$ cat config.mk
export PLATFORM = sky130hd
export DESIGN_NAME = csdac_ctrl
export DESIGN_NICKNAME = d
export VERILOG_FILES = /design/src/rtl/csdac_pkg.sv /design/src/rtl/csdac_seg_enc.sv /design/src/rtl/csdac_ctrl.sv
export SDC_FILE = /design/constraint.sdc
export NUM_CORES = 1
export LEC_CHECK = 0
export ABC_AREA = 1
export BUFFER_PORTS_ARGS = -buffer_cell sky130_fd_sc_hd__buf_2
export CAP_MARGIN = 15
export CELL_PAD_IN_SITES_DETAIL_PLACEMENT = 0
export CELL_PAD_IN_SITES_GLOBAL_PLACEMENT = 1
export CORE_MARGIN = 1.5
export CORE_UTILIZATION = 38
export CTS_CLUSTER_SIZE = 8
export DETAILED_ROUTE_END_ITERATION = 7
export GPL_TIMING_DRIVEN = 0
export HOLD_SLACK_MARGIN = 0.05
export PLACE_DENSITY = 0.86
export SLEW_MARGIN = 20
export SYNTH_ARGS = -nofsm -noshare
export SYNTH_HDL_FRONTEND = slang
export SYNTH_SLANG_ARGS = --single-unit
$ cat constraint.sdc
create_clock -name clk -period 2.2 [get_ports clk]
set_input_delay 0.22 -clock clk [delete_from_list [all_inputs] [get_ports clk]]
set_output_delay 0.22 -clock clk [all_outputs]
set_load 0.02 [all_outputs]
$ cat src/rtl/csdac_pkg.sv
// Shared types and sizes for the current-steering DAC controller.
//   state_t : controller states
//   NTHERM/NBIN/CODE_W/CODE_MAX/ICAL_W : cell and code geometry
package csdac_pkg;

  localparam int unsigned NTHERM   = 17;
  localparam int unsigned NBIN     = 6;
  localparam int unsigned CODE_W   = 11;
  localparam int unsigned CODE_MAX = 1151;
  localparam int unsigned ICAL_W   = 5;
  localparam int unsigned TCNT_W   = CODE_W - NBIN;

  typedef enum logic [1:0] {
    ST_OFF,
    ST_PWRUP,
    ST_CAL,
    ST_RUN
  } state_t;

endpackage

$ cat src/rtl/csdac_seg_enc.sv
// Clamps a DAC code and splits it into thermometric and binary cell controls.
//   code   : input code in LSB units (64 LSB per thermometric cell)
//   red_en : redundant LSB cell request, placed at bin[6]
//   therm  : thermometric cells, t = clamped[10:6] ones from bit 0
//   bin    : {red_en, clamped[5:0]}
module csdac_seg_enc
  import csdac_pkg::*;
(
  input  logic [CODE_W-1:0] code,
  input  logic              red_en,
  output logic [NTHERM-1:0] therm,
  output logic [NBIN:0]     bin
);

  logic [CODE_W-1:0] clamped;
  logic [TCNT_W-1:0] tcnt;

  // Clamping to CODE_MAX keeps tcnt within 0..NTHERM.
  always_comb begin
    clamped = (code > CODE_W'(CODE_MAX)) ? CODE_W'(CODE_MAX) : code;
    tcnt    = clamped[CODE_W-1:NBIN];
    for (int i = 0; i < NTHERM; i++) begin
      therm[i] = (tcnt > TCNT_W'(i));
    end
    bin = {red_en, clamped[NBIN-1:0]};
  end

endmodule

$ cat src/rtl/csdac_ctrl.sv
// Power-up sequencer, linear trim calibration and code interface for the DAC.
//   clk/rst              : clock, synchronous active-high reset
//   en                   : block enable, 0 forces power-down
//   code_valid/code/red_en/code_ready : code handshake
//   cal_start/cal_cmp    : recalibration request, comparator result
//   atb_sel/atest_req    : requested analog test-bus controls
//   pdb, datain(b), datatherm(b), dataical, atb_ena, atest_ena : DAC macro controls
//   cal_done/cal_fail/busy : status
module csdac_ctrl
  import csdac_pkg::*;
#(
  parameter int unsigned PWRUP_CYC   = 16,
  parameter int unsigned CAL_SETTLE  = 8,
  parameter int unsigned CAL_MAX     = 22,
  parameter int unsigned CAL_DEFAULT = 11,
  parameter int unsigned AUTO_CAL    = 1
) (
  input  logic              clk,
  input  logic              rst,
  input  logic              en,
  input  logic              code_valid,
  input  logic [CODE_W-1:0] code,
  input  logic              red_en,
  output logic              code_ready,
  input  logic              cal_start,
  input  logic              cal_cmp,
  input  logic [1:0]        atb_sel,
  input  logic              atest_req,
  output logic              pdb,
  output logic [NBIN:0]     datain,
  output logic [NBIN:0]     datainb,
  output logic [NTHERM-1:0] datatherm,
  output logic [NTHERM-1:0] datathermb,
  output logic [ICAL_W-1:0] dataical,
  output logic [1:0]        atb_ena,
  output logic              atest_ena,
  output logic              cal_done,
  output logic              cal_fail,
  output logic              busy
);

  localparam int unsigned CNT_W = 16;

  state_t              state_q, state_n;
  logic [CNT_W-1:0]    cnt_q, cnt_n;
  logic                pdb_q, pdb_n;
  logic [NBIN:0]       datain_q, datain_n, datainb_q;
  logic [NTHERM-1:0]   datatherm_q, datatherm_n, datathermb_q;
  logic [ICAL_W-1:0]   dataical_q, dataical_n;
  logic [1:0]          atb_q, atb_n;
  logic                atest_q, atest_n;
  logic                done_q, done_n;
  logic                fail_q, fail_n;
  logic                busy_q, busy_n;
  logic                cal_enter;
  logic [NTHERM-1:0]   seg_therm;
  logic [NBIN:0]       seg_bin;

  csdac_seg_enc u_seg (
    .code   (code),
    .red_en (red_en),
    .therm  (seg_therm),
    .bin    (seg_bin)
  );

  assign code_ready = (state_q == ST_RUN) & ~cal_start & en;

  // Next-state and next-output logic.
  always_comb begin
    state_n     = state_q;
    cnt_n       = cnt_q;
    pdb_n       = pdb_q;
    datain_n    = datain_q;
    datatherm_n = datatherm_q;
    dataical_n  = dataical_q;
    done_n      = done_q;
    fail_n      = fail_q;
    cal_enter   = 1'b0;

    case (state_q)
      ST_OFF: begin
        state_n = ST_PWRUP;
        cnt_n   = '0;
        pdb_n   = 1'b1;
      end
      ST_PWRUP: begin
        if (cnt_q == CNT_W'(PWRUP_CYC - 1)) begin
          cnt_n = '0;
          if (AUTO_CAL != 0) begin
            state_n   = ST_CAL;
            cal_enter = 1'b1;
          end else begin
            state_n = ST_RUN;
          end
        end else begin
          cnt_n = cnt_q + CNT_W'(1);
        end
      end
      ST_CAL: begin
        // Comparator is only trusted on the last settle cycle of a step.
        if (cnt_q == CNT_W'(CAL_SETTLE - 1)) begin
          cnt_n = '0;
          if (cal_cmp) begin
            state_n = ST_RUN;
            done_n  = 1'b1;
          end else if (dataical_q == ICAL_W'(CAL_MAX)) begin
            state_n    = ST_RUN;
            dataical_n = ICAL_W'(CAL_DEFAULT);
            fail_n     = 1'b1;
          end else begin
            dataical_n = dataical_q + ICAL_W'(1);
          end
        end else begin
          cnt_n = cnt_q + CNT_W'(1);
        end
      end
      ST_RUN: begin
        // Recalibration wins over a simultaneous code offer.
        if (cal_start) begin
          state_n   = ST_CAL;
          cnt_n     = '0;
          cal_enter = 1'b1;
        end else if (code_valid) begin
          datain_n    = seg_bin;
          datatherm_n = seg_therm;
        end
      end
      default: state_n = ST_OFF;
    endcase

    if (cal_enter) begin
      dataical_n  = '0;
      done_n      = 1'b0;
      fail_n      = 1'b0;
      datain_n    = '0;
      datatherm_n = '0;
    end

    // Disable overrides everything, including a calibration in progress.
    if (!en) begin
      state_n     = ST_OFF;
      cnt_n       = '0;
      pdb_n       = 1'b0;
      datain_n    = '0;
      datatherm_n = '0;
      dataical_n  = ICAL_W'(CAL_DEFAULT);
      done_n      = 1'b0;
      fail_n      = 1'b0;
    end

    atb_n   = (state_n != ST_OFF) ? atb_sel : 2'b00;
    atest_n = (state_n != ST_OFF) ? atest_req : 1'b0;
    busy_n  = (state_n != ST_RUN);
  end

  // State and output registers; complements come from the same next value.
  always_ff @(posedge clk) begin
    if (rst) begin
      state_q      <= ST_OFF;
      cnt_q        <= '0;
      pdb_q        <= 1'b0;
      datain_q     <= '0;
      datainb_q    <= '1;
      datatherm_q  <= '0;
      datathermb_q <= '1;
      dataical_q   <= ICAL_W'(CAL_DEFAULT);
      atb_q        <= 2'b00;
      atest_q      <= 1'b0;
      done_q       <= 1'b0;
      fail_q       <= 1'b0;
      busy_q       <= 1'b1;
    end else begin
      state_q      <= state_n;
      cnt_q        <= cnt_n;
      pdb_q        <= pdb_n;
      datain_q     <= datain_n;
      datainb_q    <= ~datain_n;
      datatherm_q  <= datatherm_n;
      datathermb_q <= ~datatherm_n;
      dataical_q   <= dataical_n;
      atb_q        <= atb_n;
      atest_q      <= atest_n;
      done_q       <= done_n;
      fail_q       <= fail_n;
      busy_q       <= busy_n;
    end
  end

  assign pdb        = pdb_q;
  assign datain     = datain_q;
  assign datainb    = datainb_q;
  assign datatherm  = datatherm_q;
  assign datathermb = datathermb_q;
  assign dataical   = dataical_q;
  assign atb_ena    = atb_q;
  assign atest_ena  = atest_q;
  assign cal_done   = done_q;
  assign cal_fail   = fail_q;
  assign busy       = busy_q;

endmodule

======== After elaboration in Yosys (flattened, before gate mapping) ========
Cells that the tools add are included.
storage, ports and cells
  register bits after elaboration ......... 78
  input port bits ......................... 21
  output and inout port bits .............. 61
  logic and storage cells ................. 92
operators by class
  add/subtract/negate cells ............... 2
  order comparisons ....................... 18
  equality and inequality tests ........... 9
  mux-type cells .......................... 30
  bitwise operators ....................... 8
  reductions and logical operators ........ 11
operators with widths
  cell                                                                   number
  17-bit 2-to-1 mux                                                      5
  16-bit case mux with 4 select lines                                    1
  16-bit 2-to-1 mux                                                      3
  5-bit by 4-bit > comparator with 1-bit output (second input constant)  8
  7-bit 2-to-1 mux                                                       5
  5-bit by 3-bit > comparator with 1-bit output (second input constant)  4
  17-bit inverter                                                        1
  16-bit by 1-bit adder with 16-bit output (second input constant)       1
  16-bit by 3-bit == test with 1-bit output (second input constant)      1
  16-bit by 4-bit == test with 1-bit output (second input constant)      1
  4-bit 2-to-1 mux                                                       4
  2-bit 2-to-1 mux                                                       6
  11-bit > comparator (second input constant)                            1
  11-bit 2-to-1 mux                                                      1
  5-bit by 1-bit > comparator with 1-bit output (second input constant)  2
  5-bit by 2-bit > comparator with 1-bit output (second input constant)  2
  3-bit AND reduction                                                    3
  2-bit case mux with 4 select lines                                     1
  7-bit inverter                                                         1
  2-bit nonzero test                                                     3
  5-bit by 1-bit adder with 5-bit output (second input constant)         1
  5-bit == test (second input constant)                                  1
  5-bit > comparator (second input constant)                             1
  5-bit 2-to-1 mux                                                       1
  12 further kinds                                                       20

======== Logic depth before layout (Yosys ltp) ========
Gate-level depths: netlist of run 1.
  depth in word-level cells ............... 9
  gate-level depth with buffers ........... 11

======== Hierarchy ========
From an unflattened synthesis of run 1, not the netlist that was laid out.
second synthesis, totals
  cells, all modules ...................... 441
  area total of the unflattened synthesis .. 3651.0 µm²
modules (own cells, without submodules)
  module         times used  cells an instance  area each (µm²)  sequential area each (µm²)
  csdac_ctrl     1           390                3410.8           1561.5
  csdac_seg_enc  1           51                 240.2            0.0

======== Least setup slack after synthesis of run 1 ========
No wires, ideal clock.
  path kind ............................... register to register
  start ................................... register state_q[0]
  end ..................................... register datathermb_q[2], in the netlist datathermb[2]
  library setup time ...................... 0.112 ns
  data arrival time ....................... 1.594 ns
  required time ........................... 2.088 ns
  path slack .............................. 0.494 ns
  stages on the path, launching flop included .. 11
  period minus slack after synthesis ...... 1.706 ns
  cell sequence ........................... dfxtp_1 ha_1 inv_2 or2_1 buf_6 nor2_8 inv_4 nor3_2 nor2_1 a21oi_2 inv_2
on the way
  longest elaborated chain between the ends .. 5
  elaborated cells between the ends (all ways) .. 7
ends and longest elaborated chain
  what                                                                       RTL line           RTL
  start, declared                                                            csdac_ctrl.sv:44   state_t state_q, state_n;
  start signal, assigned                                                     csdac_ctrl.sv:173  state_q <= state_n;
  2-bit == test or 2-bit by 1-bit == test with 1-bit output (tied branches)  csdac_ctrl.sv:80   case (state_q)
  1-bit case mux with 2 select lines or 17-bit 2-to-1 mux (tied branches)    csdac_ctrl.sv:80
  17-bit 2-to-1 mux (*)                                                      csdac_ctrl.sv:131  if (cal_enter) begin
  17-bit 2-to-1 mux (*)                                                      csdac_ctrl.sv:140  if (!en) begin
  17-bit inverter (*)                                                        csdac_ctrl.sv:179  datathermb_q <= ~datatherm_n;
  end signal, assigned                                                       csdac_ctrl.sv:179
  end, declared                                                              csdac_ctrl.sv:48   logic [NTHERM-1:0] datatherm_q, datatherm_n, datathermb_q;
Every way passes the cells marked *; elsewhere a longest branch is shown, timed or not.
A chain may end at the register's enable or synchronous reset.

======== Final worst setup path of run 1 ========
  start ................................... register state_q[1]
  end ..................................... output port code_ready
on the way
  longest elaborated chain between the ends .. 3
ends and longest elaborated chain
  what                    RTL line          RTL
  2-bit == test           csdac_ctrl.sv:66  assign code_ready = (state_q == ST_RUN) & ~cal_start & en;
  1-bit AND (2 in a row)  csdac_ctrl.sv:66
  end, declared           csdac_ctrl.sv:24  output logic code_ready,
Every way passes these cells.

==> results of run 1 <==
worst min path at each step:
stage	to	slack (ns)	cells after the start
detailed placement	atb_ena[0]	0.44	3
floorplan	atb_ena[0]	0.33	2
CTS	atb_ena[0]	0.06	3
global route	atb_ena[1]	0.08	3
finish	atb_ena[0]	0.08	3
global placement	atb_ena[0]	0.43	3
critical path, stage by stage, from the launching register on:
cell and delay (ns):
dfxtp_1 0.43, ha_2 0.25, inv_2 0.05, or2_1 0.21, buf_6 0.14, buf_2 0.19, nor2_1 0.10, buf_2 0.17
layout by cell type, fill, tap and decap left out, types with 3 or more instances in the layout:
| master | n |
|---|---|
| a21oi_1 | 13 |
| a21oi_2 | 4 |
| a22oi_1 | 3 |
| buf_2 | 82 |
| buf_4 | 4 |
| clkbuf_8 | 10 |
| dfxtp_1 | 77 |
| ha_1 | 8 |
| inv_1 | 58 |
| inv_2 | 4 |
| nand2_1 | 71 |
| nand3_1 | 26 |
| nand4_1 | 8 |
| nor2_1 | 74 |
| nor3_1 | 5 |
| o21ai_0 | 12 |
| o22ai_1 | 8 |
| xnor2_1 | 5 |
| xor2_1 | 5 |
registers in the layout, summed over array words and instances (netlist names):
register and cells:
cal_fail 1, atest_ena 1, cnt_q 16, cal_done 1, pdb 1, datainb 7, busy 1, state_q 2
atb_ena 2, datatherm 17, datain 7, dataical 5, datathermb 17
per-layer routing:
layer | up-vias | global-route usage | wire, um | part of all wire
met3 | 9 | 0.0362 | 443 | 0.064
li1 | 1484 | - | - | -
met4 | 0 | 0.0784 | 131 | 0.019
met5 | - | 0 | 0 | 0
met2 | 80 | 0.260 | 3030 | 0.44
met1 | 1279 | 0.206 | 3300 | 0.48
per-stage QoR:
step | cell area, um2 | total power [W]
6_report | 3950 | 0.00270
3_3_place_gp | 3720 | 0.00155
5_1_grt | 3950 | 0.00281
4_1_cts | 3950 | 0.00274
2_1_floorplan | 3190 | 0.00151
3_5_place_dp | 3720 | 0.00155
final cells by class:
type / count / area [um2] / share of cell area
Inverter: 63 / 239 / 0.0605
Timing Repair Buffer: 81 / 405 / 0.103
Clock inverter: 5 / 82.6 / 0.0209
Sequential cell: 78 / 1560 / 0.395
Clock buffer: 11 / 141 / 0.0358
Multi-Input combinational cell: 262 / 1330 / 0.337
Buffer: 7 / 57.6 / 0.0146
Tap cell: 105 / 131 / 0.0332
repair_timing:
action                                  CTS  global route
endpoints found under the setup margin    0             1
resized for setup                         0             2
hold endpoints to repair                  0             0
power breakdown:
| part | switching [W] | total, W | internal (W) |
|---|---|---|---|
| Clock | 0.000511 | 0.00118 | 0.000672 |
| Combinational | 0.0000642 | 0.0000964 | 0.0000322 |
| Sequential | 0.00000313 | 0.00142 | 0.00141 |
| Total | 0.000578 | 0.00270 | 0.00212 |
kinds of logic after synthesis:
group                      after synthesis  share of synthesized area
muxes                                    2                    0.00628
buffers and inverters                   70                     0.0930
xor gates and xnor gates                10                     0.0275
adders and majority gates                9                     0.0353
and+or+nand+nor                        193                      0.259
DFF                                     78                      0.490
AOI/OAI and AO/OA                       48                     0.0895
==> summary.txt, run 1 <==
Status
  – Status: finished clean

Clock tree
  – Worst skew pair latency: 0.35 ns
  – Clock buffer depth: 2
  – CTS tree: yes
  – Postcts setup bufs: 0
  – Clock slew at reported path FFs: 0.07 ns
  – CTS Hold Bufs: 0
  – H-tree depth: 3
  – Num CTS Buffers: 9
  – CTS Sinks: 78
  – Root Driver: clkbuf_8

Synth
  – Synth cell count leaders: 78 x dfxtp_1, 74 x nor2_1, 71 x nand2_1, 58 x inv_1, 26 x nand3_1
  – Synth top area share: 0.490
  – Synthesized area: 3190 um2
  – Largest area contributor in the netlist: dfxtp_1
  – Post-synthesis net count: 440
  – FF+latch count, synth: 78
  – Fraction of registers with async set/reset: 0
  – Post-synth EDFFs: 0
  – Avg Cell Area, Syn: 7.78 um2
  – Synth area leaders: dfxtp_1 49%, nor2_1 8.7%, nand2_1 8.4%, inv_1 6.8%, nand3_1 4.1%
  – Syn. warnings: 0
  – Count leader, synth: dfxtp_1
  – Post-Syn Instances: 410
  – Yosys cell types: 33
  – Sequential area share after synthesis: 0.490
  – Ys flop type: dfxtp_1

Hold path
  – Hold WC Path Type: input pin to flop
  – Start point of the worst min-delay path: atb_sel[0]

Timing
  – Tmin final: 2.11 ns
  – Worst Hold Slack: 0.0776 ns
  – Worst Tran Pin Value: 0.503 ns
  – RSZ-0062 raised after global routing: false
  – Setup tns final: 0 ns
  – Final worst-path cycle share: 0.958
  – Setup WS post-layout: 0.0930 ns
  – # setup viols final: 0
  – Final hold violations: 0
  – Setup Skew: 0.00635 ns
  – Rel. slew slack: 0.661
  – Highest clock rate: 0.475 GHz
  – Max-slew violations: 0

Floorplan
  – Row count: 33
  – # IOs: 82
  – CORE AREA: 8180 um2
  – Die width: 94.6 um
  – Die height: 94.6 um
  – Die area: 8950 um2
  – Initial Utilization: 0.390

Place
  – Hpwl dp: 5240 um
  – GP Congestion: 0.913
  – Port bufs: 81
  – Setup Slack @ Placement: 0.255 ns
  – Placed cell count: 596

Detailed routing
  – Vias: 2852
  – Number of vias per cell: 4.66
  – Initial DRT Pass Iterations: 4
  – Wire per inst: 11.3 um
  – Iteration-0 DRC Markers: 109
  – Antenna-violating nets left: 0
  – Drt total wl: 6900 um
  – Residual DRC count: 0

Setup path
  – Crit Reg-Reg Endpoint: datathermb[2]
  – CP max FO: 10
  – Arrival @ worst endpoint: 1.89 ns
  – CP Launch Type: flop
  – Crit path from: state_q[1]
  – Worst Path Required: 1.98 ns
  – Reg2reg path depth: 10
  – CP Capture Point: code_ready
  – Reg2Reg Launch Point: state_q[1]
  – Crit Path Class: flop to output port
  – Nature of the critical path endpoint: output port
  – Flop-to-flop setup slack: 0.31 ns

Global route
  – GR Util All Layers: 0.162
  – Largest net degree at the start of global routing: 14
  – First-pass GRT wire length: 11200 um
  – Antenna violations before repair: 0
  – Vias in the first global route: 2546
  – GRT overflow: 0

Layout
  – Fill count: 823
  – Fraction of layout instances using a drive strength above 1: 0.239
  – Diodes inserted: 0
  – # nets final: 532
  – Layout Utilization: 0.483
  – Finished Layout Cells: 612
  – Area delta synth->final: 24.0%

Power and ir drop
  – Peak VDD IR: 0.329 mV
  – Leakage: 1.83 nW
  – Power per cell area: 682 nW/um2

Job
  – MaxCap Viol Count: 0
No activity file was read; power rests on OpenSTA's default activity.
==> inputs of run 2 (changes only) <==
==> constraint.sdc (replaced) <==
create_clock -name clk -period 2.2 [get_ports clk]
set_input_delay 0.33 -clock clk [delete_from_list [all_inputs] [get_ports clk]]
set_output_delay 0.33 -clock clk [all_outputs]
set_load 0.02 [all_outputs]
==> run 2 against run 1 <==
Effect of this change:
- maximum frequency rose by 0.77%
- critical path type unchanged
- sequential cell count did not move
- clock power barely moved
- largest cell class unchanged
- hold slack improved by 0.11 ns
- sequential power barely moved
- critical endpoint unchanged
==> summary.txt, run 2 (synthesis gave the netlist of run 1 again) <==
Status
  – Status: finished clean (unchanged)

Global route
  – Largest net degree at the start of global routing: 14 (unchanged)
  – GR Util All Layers: 0.162 (unchanged)
  – Vias in the first global route: 2546 (unchanged)
  – Antenna violations before repair: 0 (unchanged)
  – GRT overflow: 0 (unchanged)
  – First-pass GRT wire length: 11200 um (unchanged)

Place
  – Port bufs: 81 (unchanged)
  – GP Congestion: 0.913 (unchanged)
  – Hpwl dp: 5240 um (unchanged)
  – Setup Slack @ Placement: 0.255 ns (unchanged)

Detailed routing
  – Top sig layer: met4 (unchanged)
  – Antenna-violating nets left: 0 (unchanged)
  – Vias: 2845 (was 2852)
  – Iteration-0 DRC Markers: 113 (was 109)
  – Wire per inst: 11.3 um (about the same)
  – Number of vias per cell: 4.65 (was 4.66)
  – Metal-1 WL: 3300 um (about the same)
  – Metal2 WL: 3040 um (was 3030 um)
  – Residual DRC count: 0 (unchanged)
  – Drt total wl: 6900 um (about the same)
  – DR WL met3: 426 um (was 443 um)
  – Initial DRT Pass Iterations: 4 (unchanged)

Layout
  – Diodes inserted: 0 (unchanged)
  – Most frequent cells in the layout: 82 x buf_2, 76 x dfxtp_1, 74 x nor2_1 (was 82 x buf_2, 77 x dfxtp_1, 74 x nor2_1)
  – Area delta synth->final: 24.4% (was 24.0%)
  – # nets final: 532 (unchanged)
  – Fraction of layout instances using a drive strength above 1: 0.241 (was 0.239)
  – Most common cell after layout, fill and taps aside: buf_2 (unchanged)

Timing
  – Worst Tran Pin Value: 0.505 ns (was 0.503 ns)
  – Final hold violations: 0 (unchanged)
  – Setup Skew: 0.00637 ns (was 0.00635 ns)
  – Final worst-path cycle share: 0.950 (was 0.958)
  – Highest clock rate: 0.478 GHz (was 0.475 GHz)
  – Rel. slew slack: 0.660 (was 0.661)
  – Setup WS post-layout: 0.109 ns (was 0.0930 ns)
  – Max-slew violations: 0 (unchanged)
  – Setup tns final: 0 ns (unchanged)
  – Tmin final: 2.09 ns (was 2.11 ns)
  – RSZ-0062 raised after global routing: false (unchanged)
  – # setup viols final: 0 (unchanged)

Setup path
  – Reg2Reg Launch Point: cnt_q[0] (was state_q[1])
  – Flop-to-flop setup slack: 0.38 ns (was 0.31 ns)
  – Reg2reg path depth: 9 (was 10)
  – CP max FO: 10 (unchanged)
  – Nature of the critical path endpoint: output port (unchanged)
  – Crit Path Class: flop to output port (unchanged)
  – Crit Reg-Reg Endpoint: datain[4] (was datathermb[2])
  – CP Capture Point: code_ready (unchanged)
  – Worst Path Required: 1.87 ns (was 1.98 ns)
  – Arrival @ worst endpoint: 1.76 ns (was 1.89 ns)
  – CP Launch Type: flop (unchanged)
  – Crit path from: state_q[1] (unchanged)

Clock tree
  – Clock slew at reported path FFs: 0.07 ns (about the same)
  – CTS Sinks: 78 (unchanged)
  – Num CTS Buffers: 9 (unchanged)
  – Clock buffer depth: 2 (unchanged)
  – Postcts setup bufs: 0 (unchanged)
  – CTS tree: yes (unchanged)
  – Worst skew pair latency: 0.35 ns (about the same)
  – H-tree depth: 3 (unchanged)
  – Root Driver: clkbuf_8 (unchanged)

Floorplan
  – Row count: 33 (unchanged)
  – CORE AREA: 8180 um2 (unchanged)
  – Die height: 94.6 um (unchanged)
  – Initial Utilization: 0.390 (unchanged)
  – Die width: 94.6 um (unchanged)
  – # IOs: 82 (unchanged)
  – Die area: 8950 um2 (unchanged)

Power and ir drop
  – Leakage: 1.83 nW (about the same)
  – Power per cell area: 680 nW/um2 (was 682 nW/um2)
  – Peak VDD IR: 0.329 mV (about the same)

Hold path
  – Hold WC Path Type: input pin to flop (unchanged)

Job
  – MaxCap Viol Count: 0 (unchanged)
run 2: cell types whose count changed in the layout (fill, tap and decap cells not counted):
cell and change:
ha_4 +1, dfxtp_1 -1, ha_2 -1, dfxtp_4 +1
run 2: stage by stage:
stage | utilization | std cells | hold WS (ns) | cell area (um2) | total power (W)
3_3_place_gp | 0.456 | 596 | 0.486 | 3720 | 0.00155
2_1_floorplan | - | 410 | 0.439 | 3190 | 0.00151
4_1_cts | 0.484 | 612 | 0.173 | 3950 | 0.00274
5_1_grt | 0.485 | 612 | 0.186 | 3970 | 0.00281
6_report | 0.485 | 612 | 0.187 | 3970 | 0.00270
3_5_place_dp | 0.456 | 596 | 0.490 | 3720 | 0.00155
run 2: power by group:
| group | leakage, nW | switching (W) | internal [W] | total [W] |
|---|---|---|---|---|
| sequential | 0.631 | 0.00000361 | 0.00141 | 0.00142 |
| clock | 0.113 | 0.000511 | 0.000672 | 0.00118 |
| combinational | 1.09 | 0.0000641 | 0.0000322 | 0.0000963 |
| total | 1.83 | 0.000579 | 0.00212 | 0.00270 |
run 2: per-layer routing:
layer,vias to the layer above,GRT usage
met2,76,0.260
met5,-,0
met4,0,0.0784
met1,1278,0.206
li1,1482,-
met3,9,0.0362
run 2: how the worst min path moves through the flow:
stage / end / depth (start not counted) / start / slack, ns
CTS: atb_ena[0] / 3 / atb_sel[0] / 0.17
global route: atb_ena[1] / 3 / atb_sel[1] / 0.19
global placement: datathermb[1] / 3 / datatherm[1] / 0.49
floorplan: atb_ena[0] / 2 / atb_sel[0] / 0.44
finish: atb_ena[0] / 3 / atb_sel[0] / 0.19
detailed placement: datatherm[2] / 2 / datatherm[2] / 0.49
run 2: worst max-delay path, stage by stage, from the launching register on:
cell,delay [ns]
dfxtp_2,0.40
ha_4,0.16
inv_2,0.04
or2_1,0.21
buf_6,0.14
buf_2,0.19
nor2_1,0.10
buf_2,0.17
run 2: final cells by class:
cell class,count,area [um2]
fillers,821,4210
flip-flops and latches,78,1570
multi-input cells,262,1340
repair buffers,81,405
inverters,63,239
clock buffers,11,141
well taps,105,131
clock inverters,5,82.6
plain buffers,7,57.6
run 2: what timing repair did:
action                                  in CTS  in global routing
hold endpoints to repair                     0                  0
endpoints found under the setup margin       1                  1
hold buffers                                 0                  0
gates resized for setup                      3                  2
==> inputs of run 3 (changes only) <==
PLACE_DENSITY = 0.83   (was 0.86)
==> run 3 against run 2 <==
Effect of this change:
- sequential share of layout area is 0.19 points higher
- via count is 0.74% lower
- critical path type unchanged
- cell area down 0.47%
- highest routed layer unchanged
==> summary.txt, run 3 (synthesis gave the netlist of run 1 again) <==
Detailed routing
  – Residual DRC count: 0 (unchanged)
  – Drt total wl: 7030 um (was 6900 um)
  – Iteration-0 DRC Markers: 92 (was 113)
  – Wire per inst: 11.5 um (was 11.3 um)
  – Antenna-violating nets left: 0 (unchanged)
  – Initial DRT Pass Iterations: 4 (unchanged)
  – Vias: 2824 (was 2845)
  – Number of vias per cell: 4.61 (was 4.65)

Layout
  – Fraction of layout instances using a drive strength above 1: 0.243 (was 0.241)
  – Area delta synth->final: 23.8% (was 24.4%)
  – Most frequent cells in the layout: 82 x buf_2, 76 x dfxtp_1, 74 x nor2_1 (unchanged)
  – Post-route cell area: 3950 um2 (was 3970 um2)
  – Diodes inserted: 0 (unchanged)
  – Finished Layout Cells: 612 (unchanged)
  – Fill count: 844 (was 821)
  – Most common cell after layout, fill and taps aside: buf_2 (unchanged)
  – # nets final: 532 (unchanged)
  – Layout Utilization: 0.483 (was 0.485)

Global route
  – First-pass GRT wire length: 11400 um (was 11200 um)
  – Antenna violations before repair: 0 (unchanged)
  – GRT overflow: 0 (unchanged)
  – Largest net degree at the start of global routing: 16 (was 14)
  – Vias in the first global route: 2623 (was 2546)
  – GR Util All Layers: 0.162 (about the same)

Timing
  – Highest clock rate: 0.476 GHz (was 0.478 GHz)
  – Rel. slew slack: 0.705 (was 0.660)
  – Max-slew violations: 0 (unchanged)
  – Worst Tran Pin Value: 0.439 ns (was 0.505 ns)
  – RSZ-0062 raised after global routing: false (unchanged)
  – Final hold violations: 0 (unchanged)
  – Final worst-path cycle share: 0.954 (was 0.950)
  – Setup tns final: 0 ns (unchanged)
  – Tmin final: 2.10 ns (was 2.09 ns)
  – # setup viols final: 0 (unchanged)
  – Setup Skew: 0.00769 ns (was 0.00637 ns)
  – Worst Hold Slack: 0.189 ns (was 0.187 ns)

Power and ir drop
  – Net load switching power: 0.000625 W (was 0.000579 W)
  – Internal: 0.00199 W (was 0.00212 W)
  – Clock power frac: 0.420 (was 0.439)
  – Leakage: 1.82 nW (was 1.83 nW)
  – Power per cell area: 661 nW/um2 (was 680 nW/um2)
  – Peak VDD IR: 0.265 mV (was 0.329 mV)
  – Switching Share: 0.239 (was 0.215)
  – Logic pwr share: 0.037 (was 0.036)
  – Seq pwr share: 0.543 (was 0.526)

Setup path
  – Nature of the critical path endpoint: output port (unchanged)
  – Flop-to-flop setup slack: 0.39 ns (was 0.38 ns)
  – Arrival @ worst endpoint: 1.77 ns (was 1.76 ns)
  – CP max FO: 10 (unchanged)
  – CP Launch Type: flop (unchanged)
  – Reg2Reg Launch Point: cnt_q[0] (unchanged)
  – Crit Path Class: flop to output port (unchanged)
  – Worst Path Required: 1.87 ns (about the same)
  – Crit Reg-Reg Endpoint: datain[4] (unchanged)
  – CP Capture Point: code_ready (unchanged)
  – Reg2reg path depth: 9 (unchanged)
  – Crit path from: state_q[1] (unchanged)

Floorplan
  – CORE AREA: 8180 um2 (unchanged)
  – Die area: 8950 um2 (unchanged)
  – Die width: 94.6 um (unchanged)
  – Row count: 33 (unchanged)
  – # IOs: 82 (unchanged)
  – Die height: 94.6 um (unchanged)
  – Initial Utilization: 0.390 (unchanged)

Hold path
  – Min-Delay Path Depth: 3 (unchanged)
  – Hold WC Path Type: input pin to flop (unchanged)

Status
  – Status: finished clean (unchanged)

Place
  – GP Congestion: 0.888 (was 0.913)
  – Placed cell count: 596 (unchanged)
  – Hpwl dp: 5310 um (was 5240 um)
  – Port bufs: 81 (unchanged)
  – Placed standard-cell area: 3720 um2 (unchanged)

Clock tree
  – Worst skew pair latency: 0.34 ns (was 0.35 ns)
  – CTS tree: yes (unchanged)
  – Clock buffer depth: 2 (unchanged)
  – CTS Sinks: 78 (unchanged)
  – CTS Hold Bufs: 0 (unchanged)
  – Root Driver: clkbuf_8 (unchanged)
  – Clock slew at reported path FFs: 0.08 ns (was 0.07 ns)
  – H-tree depth: 3 (unchanged)
  – Num CTS Buffers: 9 (unchanged)

Job
  – MaxCap Viol Count: 0 (unchanged)
## run 3: metrics by stage
stage	power, W	setup slack, ns
floorplan	0.00151	0.402
global placement	0.00155	0.245
detailed placement	0.00155	0.230
CTS	0.00265	0.0152
global route	0.00272	0.00482
finish	0.00261	0.100
## run 3: final cells by class
class | instances | area (um2) | area share
Tap cell | 105 | 131 | 0.0333
Multi-Input combinational cell | 262 | 1340 | 0.340
Buffer | 7 | 57.6 | 0.0146
Clock buffer | 9 | 124 | 0.0314
Inverter | 63 | 239 | 0.0605
Sequential cell | 78 | 1570 | 0.397
Clock inverter | 7 | 81.3 | 0.0206
Timing Repair Buffer | 81 | 405 | 0.103
## run 3: how the worst min path moves through the flow
stage,from,endpoint,slack (ns)
floorplan,atb_sel[0],atb_ena[0],0.44
global placement,pdb,pdb,0.46
global route,atb_sel[0],atb_ena[0],0.18
CTS,atb_sel[1],atb_ena[1],0.17
finish,atb_sel[1],atb_ena[1],0.19
detailed placement,datatherm[2],datatherm[2],0.49
## run 3: critical path, cell delays in order, from the launching register on
cell     delay (ns)
dfxtp_2        0.41
ha_4           0.17
inv_2          0.05
or2_1          0.21
buf_6          0.14
buf_2          0.19
nor2_1         0.10
buf_2          0.16
## run 3: power by group through the flow
stage                     Sequential, W  Clock, W  Combinational [W]
after floorplan                 0.00145         0          0.0000506
after global placement          0.00145         0          0.0000967
after detailed placement        0.00145         0          0.0000977
after CTS                       0.00142   0.00113          0.0000979
after global routing            0.00142   0.00119           0.000109
final                           0.00142   0.00110          0.0000970
## run 3: repair_timing
item                                    CTS  global route
gates resized for setup                   4             1
endpoints found under the setup margin    1             1
buffers inserted                          0             0
## run 3: routing by layer
metal / up-vias / GRT usage / share of wire
met5: - / 0 / 0
met4: 0 / 0.0473 / 0.0055
met3: 4 / 0.0507 / 0.068
met2: 82 / 0.277 / 0.46
met1: 1261 / 0.194 / 0.46
li1: 1477 / - / -
